**src/rtl/activation_writeout_pkg.sv**
```systemverilog
// -----------------------------------------------------------------------------
// activation_writeout_pkg
//   Shared definitions for the activation write-back slice: build-time size
//   macros (used as parameter defaults), the write-out FSM state encoding,
//   the row-counter width default and lane-slice width constants.
//
//   Macros (overridable on the command line):
//     MAT_MUL_SIZE  lanes per vector          (default 4)
//     DWIDTH        bits per lane             (default 8)
//     AWIDTH        output BRAM address width (default 8)
//     MASK_WIDTH    mask bits, one per lane   (default MAT_MUL_SIZE)
// -----------------------------------------------------------------------------
`ifndef MAT_MUL_SIZE
`define MAT_MUL_SIZE 4
`endif
`ifndef DWIDTH
`define DWIDTH 8
`endif
`ifndef AWIDTH
`define AWIDTH 8
`endif
`ifndef MASK_WIDTH
`define MASK_WIDTH `MAT_MUL_SIZE
`endif

package activation_writeout_pkg;

  typedef enum logic [1:0] {
    IDLE   = 2'd0,
    ACTIVE = 2'd1,
    DONE   = 2'd2
  } wo_state_e;

  localparam int CNT_W_DEF  = 8;
  localparam int LANES_DEF  = `MAT_MUL_SIZE;
  localparam int LANE_W_DEF = `DWIDTH;
  localparam int ROW_W_DEF  = `MAT_MUL_SIZE * `DWIDTH;

endpackage

```
**src/rtl/activation_writeout_if.sv**
```systemverilog
// -----------------------------------------------------------------------------
// activation_writeout_if
//   Groups the activation vector stream (valid, data, lane mask) with the
//   output-matrix BRAM write port it is turned into.
//     master : drives the vector stream, observes the BRAM write port
//     slave  : the write-out stage; consumes the stream, drives the BRAM port
// -----------------------------------------------------------------------------
interface activation_writeout_if #(
  parameter int MAT_MUL_SIZE = `MAT_MUL_SIZE,
  parameter int DWIDTH       = `DWIDTH,
  parameter int AWIDTH       = `AWIDTH,
  parameter int MASK_WIDTH   = `MASK_WIDTH
);
  import activation_writeout_pkg::*;

  logic                           in_data_available;
  logic [MAT_MUL_SIZE*DWIDTH-1:0] inp_data;
  logic [MASK_WIDTH-1:0]          validity_mask;

  logic [AWIDTH-1:0]              bram_addr;
  logic [MAT_MUL_SIZE*DWIDTH-1:0] bram_wdata;
  logic [MASK_WIDTH-1:0]          bram_we;

  modport master (
    output in_data_available, inp_data, validity_mask,
    input  bram_addr, bram_wdata, bram_we
  );

  modport slave (
    input  in_data_available, inp_data, validity_mask,
    output bram_addr, bram_wdata, bram_we
  );

endinterface

```
**src/rtl/writeout_addr_gen.sv**
```systemverilog
// -----------------------------------------------------------------------------
// writeout_addr_gen
//   Row address / row count generator for the write-out window.
//     clk, reset  clock, asynchronous active-high reset
//     load        capture stride and row count, address := base, count := 0
//     step        a row is accepted: address += stride, count += 1
//     base        first row address (used on load)
//     stride      per-row address increment (captured on load)
//     num_rows    rows in the window (captured on load)
//     addr        address for the row being accepted this cycle
//     last_row    the row accepted this cycle is the final one
// -----------------------------------------------------------------------------
module writeout_addr_gen
  import activation_writeout_pkg::*;
#(
  parameter int AWIDTH = `AWIDTH,
  parameter int CNT_W  = CNT_W_DEF
) (
  input  logic              clk,
  input  logic              reset,
  input  logic              load,
  input  logic              step,
  input  logic [AWIDTH-1:0] base,
  input  logic [AWIDTH-1:0] stride,
  input  logic [CNT_W-1:0]  num_rows,
  output logic [AWIDTH-1:0] addr,
  output logic              last_row
);

  logic [AWIDTH-1:0] stride_q;
  logic [AWIDTH-1:0] addr_q;
  logic [CNT_W-1:0]  num_rows_q;
  logic [CNT_W-1:0]  row_cnt_q;
  logic [CNT_W-1:0]  row_cnt_nxt;

  assign row_cnt_nxt = row_cnt_q + 1'b1;
  assign addr        = addr_q;
  assign last_row    = (row_cnt_nxt == num_rows_q);

  always_ff @(posedge clk or posedge reset) begin
    if (reset) begin
      stride_q   <= '0;
      addr_q     <= '0;
      num_rows_q <= '0;
      row_cnt_q  <= '0;
    end else if (load) begin
      stride_q   <= stride;
      addr_q     <= base;
      num_rows_q <= num_rows;
      row_cnt_q  <= '0;
    end else if (step) begin
      // Address wraps silently modulo 2^AWIDTH.
      addr_q     <= addr_q + stride_q;
      row_cnt_q  <= row_cnt_nxt;
    end
  end

endmodule

```
**src/rtl/activation_writeout.sv**
```systemverilog
// -----------------------------------------------------------------------------
// activation_writeout
//   Write-back stage: takes valid-qualified MAT_MUL_SIZE-lane vectors from the
//   activation block and writes them row by row into the output BRAM starting
//   at a programmable base address with a programmable stride. Raises
//   done_writeout after num_rows rows, and a sticky extra_data_err when valid
//   data arrives while no write-out window is active.
//
//   Ports:
//     clk, reset        clock, asynchronous active-high reset
//     enable_writeout   level; opens (and holds open) a write-out window
//     address_base      first row address, sampled on window start
//     address_stride    per-row address increment, sampled on window start
//     num_rows          rows to write, sampled on window start
//     wo (slave)        in_data_available / inp_data / validity_mask in,
//                       bram_addr / bram_wdata / bram_we out (1-cycle latency)
//     done_writeout     window complete, held until enable_writeout drops
//     extra_data_err    sticky, cleared only by reset
//
//   Build option WRITEOUT_ZERO_MASK_EN: masked-off lanes are written as zero
//   and every accepted row is a full-row write (bram_we all ones). Without it
//   data passes unmodified and bram_we follows validity_mask.
// -----------------------------------------------------------------------------
module activation_writeout
  import activation_writeout_pkg::*;
#(
  parameter int MAT_MUL_SIZE = `MAT_MUL_SIZE,
  parameter int DWIDTH       = `DWIDTH,
  parameter int AWIDTH       = `AWIDTH,
  parameter int MASK_WIDTH   = `MASK_WIDTH,
  parameter int CNT_W        = CNT_W_DEF
) (
  input  logic              clk,
  input  logic              reset,
  input  logic              enable_writeout,
  input  logic [AWIDTH-1:0] address_base,
  input  logic [AWIDTH-1:0] address_stride,
  input  logic [CNT_W-1:0]  num_rows,
  activation_writeout_if.slave wo,
  output logic              done_writeout,
  output logic              extra_data_err
);

  localparam int ROW_W = MAT_MUL_SIZE * DWIDTH;

  wo_state_e         state;
  logic [AWIDTH-1:0] cur_addr;
  logic              last_row;
  logic              load;
  logic              step;
  logic [ROW_W-1:0]      row_wdata;
  logic [MASK_WIDTH-1:0] row_we;

  logic [AWIDTH-1:0]     bram_addr_p1;
  logic [ROW_W-1:0]      bram_wdata_p1;
  logic [MASK_WIDTH-1:0] bram_we_p1;

`ifdef WRITEOUT_ZERO_MASK_EN
  function automatic logic [ROW_W-1:0] zero_masked_lanes(
    input logic [ROW_W-1:0]      data,
    input logic [MASK_WIDTH-1:0] mask
  );
    logic [ROW_W-1:0] res;
    res = data;
    for (int i = 0; i < MAT_MUL_SIZE; i++) begin
      if (!mask[i]) res[i*DWIDTH +: DWIDTH] = '0;
    end
    return res;
  endfunction

  assign row_wdata = zero_masked_lanes(wo.inp_data, wo.validity_mask);
  assign row_we    = '1;
`else
  assign row_wdata = wo.inp_data;
  assign row_we    = wo.validity_mask;
`endif

  // Window start loads the generator; a row is only accepted while the
  // window is still enabled (dropping enable takes priority over data).
  assign load = (state == IDLE)   && enable_writeout;
  assign step = (state == ACTIVE) && enable_writeout && wo.in_data_available;

  writeout_addr_gen #(
    .AWIDTH (AWIDTH),
    .CNT_W  (CNT_W)
  ) u_addr_gen (
    .clk      (clk),
    .reset    (reset),
    .load     (load),
    .step     (step),
    .base     (address_base),
    .stride   (address_stride),
    .num_rows (num_rows),
    .addr     (cur_addr),
    .last_row (last_row)
  );

  // ---- stage p1: registered BRAM write and FSM outputs ----
  always_ff @(posedge clk or posedge reset) begin
    if (reset) begin
      state          <= IDLE;
      bram_addr_p1   <= '0;
      bram_wdata_p1  <= '0;
      bram_we_p1     <= '0;
      done_writeout  <= 1'b0;
      extra_data_err <= 1'b0;
    end else begin
      bram_we_p1 <= '0;
      case (state)
        IDLE: begin
          if (wo.in_data_available) extra_data_err <= 1'b1;
          if (enable_writeout) begin
            if (num_rows == '0) begin
              state         <= DONE;
              done_writeout <= 1'b1;
            end else begin
              state <= ACTIVE;
            end
          end
        end
        ACTIVE: begin
          if (!enable_writeout) begin
            state <= IDLE;
          end else if (wo.in_data_available) begin
            bram_addr_p1  <= cur_addr;
            bram_wdata_p1 <= row_wdata;
            bram_we_p1    <= row_we;
            if (last_row) begin
              state         <= DONE;
              done_writeout <= 1'b1;
            end
          end
        end
        DONE: begin
          if (wo.in_data_available) extra_data_err <= 1'b1;
          if (!enable_writeout) begin
            state         <= IDLE;
            done_writeout <= 1'b0;
          end
        end
        default: begin
          state         <= IDLE;
          done_writeout <= 1'b0;
        end
      endcase
    end
  end

  assign wo.bram_addr  = bram_addr_p1;
  assign wo.bram_wdata = bram_wdata_p1;
  assign wo.bram_we    = bram_we_p1;

endmodule

```
**src/flat_wrapper.sv**
```systemverilog
// flat-port wrapper written by rule: the top's interface ports become plain ports
module activation_writeout_flat import activation_writeout_pkg::*;
#(
  parameter int MAT_MUL_SIZE = `MAT_MUL_SIZE,
  parameter int DWIDTH       = `DWIDTH,
  parameter int AWIDTH       = `AWIDTH,
  parameter int MASK_WIDTH   = `MASK_WIDTH,
  parameter int CNT_W        = CNT_W_DEF
)
  (clk, reset, enable_writeout, address_base, address_stride, num_rows, done_writeout, extra_data_err, wo_in_data_available, wo_inp_data, wo_validity_mask, wo_bram_addr, wo_bram_wdata, wo_bram_we);
  activation_writeout_if #(.MAT_MUL_SIZE(MAT_MUL_SIZE), .DWIDTH(DWIDTH), .AWIDTH(AWIDTH), .MASK_WIDTH(MASK_WIDTH)) wo_i ();
  input  logic clk;
  input  logic reset;
  input  logic enable_writeout;
  input  logic [AWIDTH-1:0] address_base;
  input  logic [AWIDTH-1:0] address_stride;
  input  logic [CNT_W-1:0] num_rows;
  output logic done_writeout;
  output logic extra_data_err;
  input wire logic [$bits(wo_i.in_data_available)-1:0] wo_in_data_available;
  input wire logic [$bits(wo_i.inp_data)-1:0] wo_inp_data;
  input wire logic [$bits(wo_i.validity_mask)-1:0] wo_validity_mask;
  output wire logic [$bits(wo_i.bram_addr)-1:0] wo_bram_addr;
  output wire logic [$bits(wo_i.bram_wdata)-1:0] wo_bram_wdata;
  output wire logic [$bits(wo_i.bram_we)-1:0] wo_bram_we;
  assign wo_i.in_data_available = wo_in_data_available;
  assign wo_i.inp_data = wo_inp_data;
  assign wo_i.validity_mask = wo_validity_mask;
  assign wo_bram_addr = wo_i.bram_addr;
  assign wo_bram_wdata = wo_i.bram_wdata;
  assign wo_bram_we = wo_i.bram_we;
  activation_writeout #(.MAT_MUL_SIZE(MAT_MUL_SIZE), .DWIDTH(DWIDTH), .AWIDTH(AWIDTH), .MASK_WIDTH(MASK_WIDTH), .CNT_W(CNT_W)) u_core (.clk(clk), .reset(reset), .enable_writeout(enable_writeout), .address_base(address_base), .address_stride(address_stride), .num_rows(num_rows), .wo(wo_i), .done_writeout(done_writeout), .extra_data_err(extra_data_err));
endmodule
```
**config.mk**
```make
export PLATFORM = sky130hd
export DESIGN_NAME = activation_writeout_flat
export DESIGN_NICKNAME = d
export VERILOG_FILES = /design/src/rtl/activation_writeout_pkg.sv /design/src/rtl/activation_writeout_if.sv /design/src/rtl/writeout_addr_gen.sv /design/src/rtl/activation_writeout.sv /design/src/flat_wrapper.sv
export SDC_FILE = /design/constraint.sdc
export NUM_CORES = 1
export LEC_CHECK = 0
export ABC_AREA = 1
export BUFFER_PORTS_ARGS = -buffer_cell sky130_fd_sc_hd__buf_2
export CAP_MARGIN = 20
export CORE_AREA = 2 2 125 127
export DETAILED_ROUTE_END_ITERATION = 12
export DIE_AREA = 0 0 127 129
export GPL_TIMING_DRIVEN = 0
export PLACE_DENSITY = 0.53
export SYNTH_ARGS = -nofsm -noshare
export SYNTH_HDL_FRONTEND = slang
export SYNTH_HIERARCHICAL = 1
export SYNTH_SLANG_ARGS = --single-unit
```
**constraint.sdc**
```tcl
create_clock -name clk -period 1.8 [get_ports clk]
set_input_delay 0.09 -clock clk [delete_from_list [all_inputs] [get_ports clk]]
set_output_delay 0.09 -clock clk [all_outputs]
set_load 0.05 [all_outputs]
```
==> run summary, run 1 <==
Final min period -> 1950 ps
Share of flip-flops with an asynchronous set or reset after synthesis -> 100%
Clk pwr share -> 18.3%
Vias in the first global route -> 3496
Fin cells -> 825
Hpwl dp -> 7470 um
Status -> finished with violations
R2r endpoint -> u_core/done_writeout
DRT Wirelength -> 10300 um
Initial antenna violation count -> 0
PD cells -> 1840 nW/um2
Sequential fraction of design power -> 31.1%
GR Overflow Total -> 0
Starting Density -> 24.7%
Clk buf depth -> 2
Int Pwr -> 5.38 mW
Setup WS post-layout -> -146 ps
Crit-path cells -> buf_4, nand3_2, o21ai_0, nand3_1, nand2_1, nand3_1, nor3_2, nand2_1, nand2_1, nand2_1, nor2_2, nand2_1, nand2_1, nand2_1
Hold depth -> 3
Cts bufs inserted -> 9
Slew HR -> 58.0%
IO Count -> 110
Final nets -> 705
# rows -> 45
CP most frequent cell -> nand2_1
CTS tree -> done
Die Footprint -> 16400 um2
Die Width -> 127 um
Total Routing Usage GR -> 12.9%
P_leak -> 2.91 nW
CTS H-tree lvls -> 3
CORE AREA -> 15000 um2
Comb pwr share -> 50.6%
Routed Antenna Nets -> 0
Switching Share -> 46.7%
Synth Register Bits -> 80
Vias -> 3499
Vias per Instance -> 4.24
Syn nets -> 516
Fin. Hold Viols -> 0
CP Buf/Inv Count -> 1
Top-count cell post-synth -> nand2_1
Reg2Reg Launch Point -> u_core/u_addr_gen/row_cnt_q[1]
Cell depth of the worst flop-to-flop path -> 14
Mapped Area -> 3690 um2
Layout area overhead -> 48.7%
Syn avg cell area -> 8.34 um2
Switching pwr -> 4.71 mW
Maxcap violations -> 0
Synth top area cells -> dfrtp_1 54%, nand2_1 21%, inv_1 3.6%
Max FO, Critical Path -> 4
DRC viols -> 0
Violated checks -> negative setup slack
Antenna diode count -> 0
CTS Sinks -> 80
Slew Viols, Final -> 0
RSZ-0062 raised after global routing -> true
Top FF cell, synth -> dfrtp_1
FF-to-FF setup slack -> -150 ps
Actual slew at the worst max-slew pin -> 630 ps
Avg WL per Cell -> 12.5 um
Critical Path Source Type -> flip-flop
Worst Hold Path EP -> u_core/u_addr_gen/addr[6]
CTS clk-pin slew, worst paths -> 60 ps
Most area-hungry cell type in the Yosys netlist -> dfrtp_1
Pre-Repair DR Iteration Count -> 4
Part of the cycle the worst path needs -> 108%
EDFF count, synth -> 0
Root Buffer -> clkbuf_16
Endpoints failing setup -> 2
Post-synth cell types -> 32
CP top delay family -> simple AND/OR/NAND/NOR gates
Die extent in y -> 129 um
Worst hold margin -> 5.29 ps
First-pass GRT wire length -> 16700 um
Slowest CP cell -> dfrtp_1
VDD IR-drop max -> 0.603 mV
Gate Count Post-Synth -> 443
Drt initial violations -> 144
Sequential fraction of the synthesis area -> 54.2%
Crit path DAT -> 2170 ps
Worst-Skew Late Latency -> 340 ps
Yosys warns -> 6
CP Capture Type -> flip-flop
Synth top area share -> 54.2%
Ratio of cells with drive above 1 in the final layout -> 27.0%
Setup CP Type -> reg2reg
Hold Path Origin -> address_base[6]
Cell count after placement -> 742
Req. time, crit path -> 2020 ps
Routability cong. -> 0.818
Crit-path max cell delay -> 400 ps
Port-buffer cells -> 109
Clock Skew -> 8.26 ps
Worst Hold Class -> in2reg
Largest net degree at the start of global routing -> 41
Fmax -> 0.514 GHz
Ranking of synthesized cells by instance count -> 208 x nand2_1, 80 x dfrtp_1, 35 x inv_1, 17 x nand3_1, 17 x o21ai_0
[worst max path at each step]
| stage | startpoint | endpoint | slack (ps) | cells past startpoint |
|---|---|---|---|---|
| 2_1_floorplan | u_core/u_addr_gen/row_cnt_q[0] | u_core/done_writeout | 30 | 16 |
| 3_3_place_gp | u_core/u_addr_gen/row_cnt_q[0] | u_core/done_writeout | -210 | 16 |
| 3_5_place_dp | u_core/u_addr_gen/row_cnt_q[1] | u_core/done_writeout | -220 | 16 |
| 4_1_cts | u_core/u_addr_gen/row_cnt_q[1] | u_core/done_writeout | -170 | 16 |
| 5_1_grt | u_core/u_addr_gen/row_cnt_q[1] | u_core/done_writeout | -370 | 16 |
| 6_report | u_core/u_addr_gen/row_cnt_q[1] | u_core/done_writeout | -150 | 14 |
[tightest hold or removal path, cell delays in order]
cell     delay (ps)
buf_2            80
a22oi_1          70
o21ai_0          70
[registers in the layout, summed over array words and instances, names as in the netlist]
name and cells:
u_core/wo.bram_wdata 32, u_core/done_writeout 1, u_core/u_addr_gen/num_rows_q 8, u_core/extra_data_err 1, u_core/u_addr_gen/stride_q 8, u_core/state 2
u_core/u_addr_gen/addr 8, u_core/wo.bram_addr 8, u_core/u_addr_gen/row_cnt_q 8, u_core/wo.bram_we 4
[power groups by stage]
stage	Combinational [mW]	Clock [mW]	Sequential, mW
4_1_cts	5.03	1.93	3.16
5_1_grt	5.57	1.99	3.26
6_report	5.11	1.85	3.14
3_3_place_gp	4.65	0	3.17
3_5_place_dp	4.76	0	3.20
2_1_floorplan	2.01	0	4.72
[repair_timing]
action,4_1_cts,5_1_grt
pin swaps,4,4
endpoints found under the hold margin,113,0
setup buffers,8,5
gates resized for setup,2,10
endpoints found under the setup margin,13,21
hold buffers,54,0
[layout by cell type (no fill, tap or decap), types with 4 or more instances in the layout]
| cell type | count |
|---|---|
| nor2_4 | 4 |
| ha_1 | 7 |
| o21ai_0 | 17 |
| nor2_1 | 14 |
| buf_2 | 113 |
| o22ai_1 | 5 |
| a22oi_1 | 5 |
| inv_1 | 33 |
| clkbuf_16 | 9 |
| nand2_1 | 208 |
| a21oi_1 | 5 |
| nand3_1 | 17 |
| clkbuf_1 | 4 |
| dfrtp_1 | 79 |
| buf_4 | 18 |
| dlygate4sd3_1 | 54 |
[kinds of logic after synthesis]
kind of cell	after synthesis	share of synthesized area [%]
and+or+nand+nor	258	29.1
DFF	80	54.2
buffers and inverters	50	5.82
AOI/OAI and AO/OA	41	6.43
adders and majority gates	9	3.25
xor gates and xnor gates	5	1.19
[final cells by class]
| cell class | instances | area, um2 |
|---|---|---|
| clock buffers | 14 | 264 |
| clock inverters | 2 | 37.5 |
| multi-input cells | 313 | 1500 |
| flip-flops and latches | 80 | 2000 |
| inverters | 37 | 141 |
| plain buffers | 13 | 82.6 |
| fillers | 1525 | 9480 |
| well taps | 188 | 235 |
| repair buffers | 178 | 1230 |
[layer usage]
| metal | global-route usage, % | part of all wire (%) |
|---|---|---|
| met1 | 15.6 | 44 |
| met2 | 22.1 | 48 |
| met3 | 3.20 | 5.3 |
| met4 | 5.49 | 1.8 |
| met5 | 0 | 0 |
[through the flow]
stage	power, mW	util, %	setup TNS, ps	setup slack (ps)	area, um2
finish	10.1	36.7	-247	-146	5490
global route	10.8	36.7	-897	-373	5490
CTS	10.1	36.3	-312	-165	5440
detailed placement	7.96	30.2	-908	-225	4520
global placement	7.82	29.9	-4400	-214	4480
floorplan	6.73	-	0	33.4	3690
(Power assumes the default switching activity.)
==> run 2: changes to the inputs <==
--- a/config.mk
+++ b/config.mk
@@ -6,13 +6,16 @@
 export NUM_CORES = 1
 export LEC_CHECK = 0
 export ABC_AREA = 1
+export ABC_CLOCK_PERIOD_IN_PS = 1800
 export BUFFER_PORTS_ARGS = -buffer_cell sky130_fd_sc_hd__buf_2
 export CAP_MARGIN = 20
 export CORE_AREA = 2 2 125 127
 export DETAILED_ROUTE_END_ITERATION = 12
 export DIE_AREA = 0 0 127 129
 export GPL_TIMING_DRIVEN = 0
+export HOLD_SLACK_MARGIN = 0.02
 export PLACE_DENSITY = 0.53
+export SETUP_SLACK_MARGIN = 0.15
 export SYNTH_ARGS = -nofsm -noshare
 export SYNTH_HDL_FRONTEND = slang
 export SYNTH_HIERARCHICAL = 1
==> run summary, run 2 (synthesis gave the netlist of run 1 again) <==
Status -> finished with violations (unchanged)
Violated checks -> negative setup slack (unchanged)
IO Count -> 110 (unchanged)
Clk buf depth -> 2 (unchanged)
Req. time, crit path -> 2030 ps (was 2020 ps)
Switching Share -> 46.4% (was 46.7%)
Critical path origin -> u_core/u_addr_gen/row_cnt_q[1] (unchanged)
Final min period -> 2030 ps (was 1950 ps)
Cts bufs inserted -> 9 (unchanged)
VDD IR-drop max -> 0.534 mV (was 0.603 mV)
Max Used Layer -> met4 (unchanged)
Cell count after placement -> 742 (unchanged)
Routed Antenna Nets -> 0 (unchanged)
Largest net degree at the start of global routing -> 42 (was 41)
Antenna diode count -> 0 (unchanged)
CTS Sinks -> 80 (unchanged)
Hold Path Origin -> enable_writeout (was address_base[6])
Part of the cycle the worst path needs -> 113% (was 108%)
Die Width -> 127 um (unchanged)
Filler cells -> 1535 (was 1525)
Critical Path Source Type -> flip-flop (unchanged)
Root Buffer -> clkbuf_16 (unchanged)
Die Footprint -> 16400 um2 (unchanged)
Commonest non-fill, non-tap cells in the layout -> 206 x nand2_1, 113 x buf_2, 80 x dfrtp_1, 62 x dlygate4sd3_1, 32 x inv_1 (was 208 x nand2_1, 113 x buf_2, 79 x dfrtp_1, 54 x dlygate4sd3_1, 33 x inv_1)
Crit path DAT -> 2270 ps (was 2170 ps)
Actual slew at the worst max-slew pin -> 599 ps (was 630 ps)
Hold depth -> 3 (unchanged)
Port-buffer cells -> 109 (unchanged)
Clock Skew -> 5.80 ps (was 8.26 ps)
Endpoints failing setup -> 3 (was 2)
PD cells -> 1800 nW/um2 (was 1840 nW/um2)
Total power -> 10.2 mW (was 10.1 mW)
P_leak -> 2.97 nW (was 2.91 nW)
CP Capture Type -> flip-flop (unchanged)
Max FO, Critical Path -> 2 (was 4)
Routability cong. -> 0.788 (was 0.818)
CORE AREA -> 15000 um2 (unchanged)
Ratio of cells with drive above 1 in the final layout -> 28.1% (was 27.0%)
Met3 WL -> 633 um (was 544 um)
Worst-Skew Late Latency -> 340 ps (about the same)
Die extent in y -> 129 um (unchanged)
First-pass GRT wire length -> 16300 um (was 16700 um)
# rows -> 45 (unchanged)
Worst Hold Path EP -> u_core/state[0] (was u_core/u_addr_gen/addr[6])
Total Routing Usage GR -> 12.8% (was 12.9%)
Max FFs per register -> 32 (unchanged)
DRT Wirelength -> 10100 um (was 10300 um)
Avg WL per Cell -> 12.1 um (was 12.5 um)
Metal1 wirelength -> 4410 um (was 4560 um)
Comb pwr share -> 51.0% (was 50.6%)
CTS H-tree lvls -> 3 (unchanged)
Multi-input gate area -> 1530 um2 (was 1500 um2)
Cell depth of the worst flop-to-flop path -> 16 (was 14)
Worst Hold Class -> in2reg (unchanged)
Pre-Repair DR Iteration Count -> 4 (unchanged)
Hpwl dp -> 7270 um (was 7470 um)
Met2 WL post-DR -> 4890 um (was 4980 um)
Fmax -> 0.492 GHz (was 0.514 GHz)
Vias in the first global route -> 3408 (was 3496)
Int Pwr -> 5.45 mW (was 5.38 mW)
Initial antenna violation count -> 0 (unchanged)
Vias -> 3550 (was 3499)
CTS tree -> done (unchanged)
Register Area -> 2000 um2 (about the same)
Setup WS post-layout -> -232 ps (was -146 ps)
CTS clk-pin slew, worst paths -> 60 ps (about the same)
Switching pwr -> 4.72 mW (was 4.71 mW)
R2r endpoint -> u_core/done_writeout (unchanged)
Slew HR -> 60.0% (was 58.0%)
Vias per Instance -> 4.25 (was 4.24)
Fin cells -> 836 (was 825)
Maxcap violations -> 0 (unchanged)
Drt initial violations -> 184 (was 144)
GR Overflow Total -> 0 (unchanged)
Reg2Reg Launch Point -> u_core/u_addr_gen/row_cnt_q[1] (unchanged)
Slew Viols, Final -> 0 (unchanged)
RSZ-0062 raised after global routing -> true (unchanged)
DRC viols -> 0 (unchanged)
Starting Density -> 24.7% (unchanged)
Layout area overhead -> 52.6% (was 48.7%)
Final nets -> 716 (was 705)
Commonest non-fill, non-tap cell in the layout -> nand2_1 (unchanged)
Setup CP Type -> reg2reg (unchanged)
Clk pwr share -> 18.1% (was 18.3%)
FF-to-FF setup slack -> -230 ps (was -150 ps)
Fin. Hold Viols -> 0 (unchanged)
Sequential fraction of design power -> 31.0% (was 31.1%)
## run 2: worst max path at each step
stage	endpoint	slack [ps]
final	u_core/done_writeout	-230
after detailed placement	u_core/done_writeout	-240
after global routing	u_core/done_writeout	-400
after CTS	u_core/done_writeout	-170
after global placement	u_core/done_writeout	-200
after floorplan	u_core/done_writeout	30
## run 2: area by class of cell
cell class                 count  area share [%]
sequential                    80            35.5
clock inverter                 3           0.710
multi-input combinational    313            27.2
inverter                      37            2.51
clock buffer                  13            4.62
tap                          188            4.17
timing repair buffer         189            23.7
buffer                        13            1.60
## run 2: timing repair
action | in CTS | in global routing
hold buffers | 62 | 0
endpoints found under the hold margin | 121 | 0
pin swaps | 6 | 10
setup endpoints to repair | 26 | 17
buffers inserted | 10 | 6
gates resized for setup | 9 | 15
## run 2: power groups by stage
stage | combinational [mW] | sequential, mW | clock, mW
finish | 5.19 | 3.15 | 1.84
global route | 5.66 | 3.27 | 1.99
CTS | 5.07 | 3.14 | 1.90
detailed placement | 4.73 | 3.19 | 0
global placement | 4.64 | 3.17 | 0
floorplan | 2.01 | 4.72 | 0
## run 2: per-stage QoR
step / hold slack, ps / worst slack [ps] / utilization (%) / area, um2 / TNS, ps
global route: 103 / -399 / 37.6 / 5640 / -1000
CTS: 73.4 / -166 / 37.1 / 5550 / -298
detailed placement: 40.3 / -243 / 30.2 / 4520 / -1160
floorplan: 196 / 33.7 / - / 3690 / 0
finish: 96.5 / -232 / 37.6 / 5640 / -543
global placement: 289 / -204 / 29.9 / 4480 / -6490
## run 2: worst max-delay path, cell delays in order, from the launching register on
cell and delay [ps]:
dfrtp_1 420, ha_4 290, inv_2 40, nand2_2 40, nand2_1 40, nor2_1 90
nand3_1 80, nor2_1 90, nand3_1 100, nor3_2 210, nand2_1 80, nand2_1 90
nand2_1 70, nor2_2 110, nand2_1 70, nand2_1 70, nand2_1 40
## run 2: layer usage
layer	vias to the layer above	global-route usage (%)
met5	-	0
met4	0	5.37
met3	18	3.87
met2	105	22.0
met1	1638	14.8
li1	1789	-
